--- src/rtl/rotary_button_interpret.sv ---
// Rotary encoder and push-button interpreter.
// Three asynchronous, bouncy inputs (quadrature A/B and the push-button) are
// synchronized, debounced, and decoded into one-clock pulses:
//   right - one pulse per clockwise detent
//   left  - one pulse per counter-clockwise detent
//   down  - one pulse per button press
// Rotation is decoded only on the rising edge of debounced A. The direction
// comes from the debounced B level held just before A was accepted.
module rotary_button_interpret #(
  parameter int unsigned DEBOUNCE_CYCLES = 16
) (
  input  logic clk,
  input  logic rst,
  input  logic rotA,
  input  logic rotB,
  input  logic rotCenter,
  output logic right,
  output logic left,
  output logic down
);

  // Channel indices into the packed per-input vectors.
  localparam int unsigned NumCh = 3;
  localparam int unsigned ChA   = 0;
  localparam int unsigned ChB   = 1;
  localparam int unsigned ChC   = 2;

  // The counter only needs to reach DEBOUNCE_CYCLES-1. On the clock after
  // that it accepts the new level and clears, so it can never wrap.
  localparam int unsigned CntW = (DEBOUNCE_CYCLES > 1) ? $clog2(DEBOUNCE_CYCLES) : 1;
  localparam logic [CntW-1:0] CntLast = CntW'(DEBOUNCE_CYCLES - 1);

  logic [NumCh-1:0] raw;
  logic [NumCh-1:0] sync_meta;
  logic [NumCh-1:0] sync_out;
  logic [NumCh-1:0] deb;
  logic [NumCh-1:0] deb_prev;
  logic             a_rise;
  logic             c_rise;

  assign raw = {rotCenter, rotB, rotA};

  // Two-flop synchronizer on every raw input, cleared by reset.
  always_ff @(posedge clk) begin
    if (rst) begin
      sync_meta <= '0;
      sync_out  <= '0;
    end else begin
      sync_meta <= raw;
      sync_out  <= sync_meta;
    end
  end

  // One independent debouncer per synchronized input.
  for (genvar i = 0; i < NumCh; i++) begin : g_deb
    logic [CntW-1:0] cnt;
    logic            level;

    // Count consecutive mismatches. Accept the new level on the
    // DEBOUNCE_CYCLES-th mismatch. A matching clock discards a partial count.
    always_ff @(posedge clk) begin
      if (rst) begin
        cnt   <= '0;
        level <= 1'b0;
      end else if (sync_out[i] == level) begin
        cnt <= '0;
      end else if (cnt == CntLast) begin
        level <= sync_out[i];
        cnt   <= '0;
      end else begin
        cnt <= cnt + 1'b1;
      end
    end

    assign deb[i] = level;
  end

  // Delayed copy of the debounced levels. Used for edge detection and as the
  // pre-update B level.
  always_ff @(posedge clk) begin
    if (rst) begin
      deb_prev <= '0;
    end else begin
      deb_prev <= deb;
    end
  end

  assign a_rise = deb[ChA] & ~deb_prev[ChA];
  assign c_rise = deb[ChC] & ~deb_prev[ChC];

  // Registered single-clock pulses. right and left are exclusive because both
  // are gated by the same A rising edge and by opposite B levels.
  always_ff @(posedge clk) begin
    if (rst) begin
      right <= 1'b0;
      left  <= 1'b0;
      down  <= 1'b0;
    end else begin
      right <= a_rise & ~deb_prev[ChB];
      left  <= a_rise &  deb_prev[ChB];
      down  <= c_rise;
    end
  end

endmodule

--- config.mk ---
export PLATFORM = sky130hd
export DESIGN_NAME = rotary_button_interpret
export DESIGN_NICKNAME = d
export VERILOG_FILES = /design/src/rtl/rotary_button_interpret.sv
export SDC_FILE = /design/constraint.sdc
export NUM_CORES = 1
export LEC_CHECK = 0
export ABC_AREA = 1
export BUFFER_PORTS_ARGS = -buffer_cell sky130_fd_sc_hd__buf_2
export CAP_MARGIN = 25
export CORE_UTILIZATION = 40
export CTS_CLUSTER_DIAMETER = 120
export CTS_CLUSTER_SIZE = 10
export DETAILED_ROUTE_END_ITERATION = 8
export SLEW_MARGIN = 40
export SYNTH_ARGS = -nofsm -noshare
export SYNTH_HDL_FRONTEND = slang
export SYNTH_SLANG_ARGS = --single-unit
--- constraint.sdc ---
create_clock -name clk -period 1.2 [get_ports clk]
set_input_delay 0.06 -clock clk [delete_from_list [all_inputs] [get_ports clk]]
set_output_delay 0.06 -clock clk [all_outputs]
set_load 0.05 [all_outputs]
==> impl_results.md <==
- Number of DRC violations after detailed routing: 0
- Vias in the first global route: 588
- TritonCTS clock tree: built
- Critical R2R Launch: g_deb[0].cnt[0]$_SDFF_PP0_
- Final min period: between 1 and 1.5 ns
- Max Clock Freq: between 900 and 1000 MHz
- Count of pins on the block boundary: 8
- Initial detailed-routing violation count: 3
- Yosys reg bits: 27
- WHS: 0.0822 ns
- RSZ-0062 raised after global routing: false
- Netlist cell types: 16
- Max Clock Skew: approximately 0.011 ns
- Diode count: 0
- IO Port Bufs: 7
- Worst-case vdd ir drop: 0.00104 V
- Run status: finished clean
- Number of standard cells after synthesis: about 110
- Overflow left after global routing: 0
- Warnings from Yosys: 0
- Routed WL: 1260 um
- Buffers inserted during post-CTS setup optimization: 0
- Register clock-pin slew on the reported worst setup and hold paths: 0.14 ns
- Layout area overhead: 12.1%
- Via density: 4.38
- Pin count of the biggest net entering global routing: 17
- Hold EP: sync_out[1]$_SDFF_PP0_
- Antenna-violating nets left: 0
- DP Area: 1040 sq um
- Maximum cell stage delay along the critical path: 0.40 ns
- Total count of max-transition violations in the final report: 0
- Startpoint type of the worst setup path: register
- Number of nets in the layout: 133
- Mapped Avg Cell Area: between 8 and 9 sq um
- DIE WIDTH: about 52 um
- Number of buffers and inverters on the critical path: 0
- Worst Hold Class: in -> reg
- Arrival time of the worst setup path: 1.25 ns
- Setup slack of the worst register-to-register path: 0.17 ns
- Clock buffer count from CTS: 3
- Maximum fanout along the worst path: 4
- Latest clock arrival within the worst-skew pair: 0.32 ns
- Critical path's slowest cell: sky130_fd_sc_hd__dfxtp_1
- Leakage power of the design: 0.486 nW
- Clk Tree Root Cell: sky130_fd_sc_hd__clkbuf_4
- Cell chain of the critical path: ha_1, nand3_1, nand3_2, nor2_1
- Starting Density: between 40 and 50%
- First-pass GRT wire length: between 2000 and 2500 um
- Hold Buf Count CTS: 3
- Count of endpoints failing setup in the final report: 0
- Core footprint: 2280 sq um
- Std cell rows: 17
- Drt first pass iters: 4
- Post-CTS resize count: 0
- Vert. Die Dim: 51.6 um
- Net count after synthesis: 119
- DR vias: 665
- Gr usage total: 11.0%
- H-Tree Level Count: 1
- FF-to-FF End: g_deb[0].cnt[0]$_SDFF_PP0_
- Req. time, crit path: 1.42 ns
- Number of buffers on the longest clock path: 2
- Final cell area excluding filler cells: 1100 sq um
- Die outline area: 2670 sq um
- # Max-Cap Violations: 0
- Global placer's final weighted congestion: 0.711
- Share of layout cells above drive strength 1: 16.9%
- Antenna violations before repair: 0
- PD cells: 1220 nW/um^2
- CP endpoint kind: register
- Crit-path leading delay family: flip-flops
- Setup_tns: 0 ns
- Worst r2r path cells: 4
- Final worst-path cycle share: 85.5%
- Origin of the worst min-delay path: rst
- Share of synthesized area occupied by flip-flops and latches: 54.8%
- Worst-case headroom to the max-slew limit: approximately four fifths
- Area of the mapped netlist: 986 sq um
- Routed WL per cell: between 8 and 9 um
- Post-detail-place hpwl: 954 um
- Final count of hold timing violations: 0
- Measured slew at the worst slew-check pin: between 0.3 and 0.4 ns
- Kind of critical path: reg -> reg
- Number of sinks on the clock net: 27
- Hold Path Cell Cnt: 2
cell families (layout without fill, tap and decap cells):
logic type	Yosys count	in the layout	synth area share [%]
XOR/XNOR	3	3	2.67
AO/OA/AOI/OAI	2	2	1.78
buffers and inverters	17	30	7.23
AND/OR/NAND/NOR	59	59	29.7
adder cells (fa/ha/maj)	3	3	3.81
flip-flops	27	27	54.8
state kept, by name, summed over array words and instances, names as in the netlist:
| name | count |
|---|---|
| deb_prev | 3 |
| down | 1 |
| g_deb.cnt | 12 |
| g_deb.level | 3 |
| left | 1 |
| right | 1 |
| sync_meta | 3 |
| sync_out | 3 |
worst max path at each step:
stage	startpoint	slack [ns]	depth (start not counted)	end
5_1_grt	g_deb[0].cnt[0]$_SDFF_PP0_	0.07	5	g_deb[0].level$_SDFFE_PP0P_
4_1_cts	g_deb[0].cnt[0]$_SDFF_PP0_	0.16	4	g_deb[0].cnt[0]$_SDFF_PP0_
2_1_floorplan	g_deb[0].cnt[0]$_SDFF_PP0_	0.29	4	g_deb[0].cnt[2]$_SDFF_PP0_
6_report	g_deb[0].cnt[0]$_SDFF_PP0_	0.17	4	g_deb[0].cnt[0]$_SDFF_PP0_
3_5_place_dp	g_deb[0].cnt[0]$_SDFF_PP0_	0.18	4	g_deb[0].cnt[0]$_SDFF_PP0_
3_3_place_gp	g_deb[0].cnt[0]$_SDFF_PP0_	0.23	4	g_deb[0].cnt[2]$_SDFF_PP0_
layout by cell type (no fill, tap or decap), drive strengths merged, types with 3 or more instances in the layout:
cell	instances
nor2	29
dfxtp	27
inv	16
nand2	13
nand3	9
buf	7
xnor2	3
nand4	3
ha	3
clkbuf	3
dlygate4sd3	3
metrics by stage:
stage               worst slack, ns  std cells  total power, W  utilization (%)
floorplan                     0.287        111        0.000963                -
global placement              0.234        145        0.000973             45.9
detailed placement            0.179        145        0.000975             45.9
CTS                           0.161        152         0.00137             48.5
global route                 0.0685        152         0.00142             48.5
finish                        0.174        152         0.00135             48.5
synth_stat cells, drive strengths merged:
library cell	instances	area [sq um]
a21oi	2	17.5
or2	2	12.5
nand2	13	48.8
and3b	1	8.76
nor4	1	12.5
xnor2	3	26.3
nor3	1	10.0
inv	16	60.1
ha	3	37.5
nor2	29	111
dfxtp	27	541
buf	1	11.3
nand4	3	18.8
nand3	9	70.1
area by class of cell:
type	count	area [sq um]
inverters	16	60.1
clock inverters	1	7.51
flip-flops and latches	27	541
well taps	28	35.0
repair buffers	10	65.1
clock buffers	3	22.5
multi-input cells	67	374
fillers	229	1170
routing by layer:
layer  routed length (um)  up-vias  global-route usage, %  part of all wire [%]
met4                   14        0                   2.70                   1.1
met1                  608      284                   10.8                    48
met2                  582        9                   19.7                    46
met5                    0        -                      0                     0
li1                     -      370                      -                     -
met3                   51        2                   6.14                   4.1
power breakdown:
| group | leakage (nW) | switching (W) | internal [W] | total, W |
|---|---|---|---|---|
| Sequential | 0.219 | 0.00000741 | 0.000909 | 0.000916 |
| Clock | 0.0139 | 0.000259 | 0.000127 | 0.000386 |
| Combinational | 0.253 | 0.0000242 | 0.0000208 | 0.0000450 |
Power figures use the tool's default switching activity.
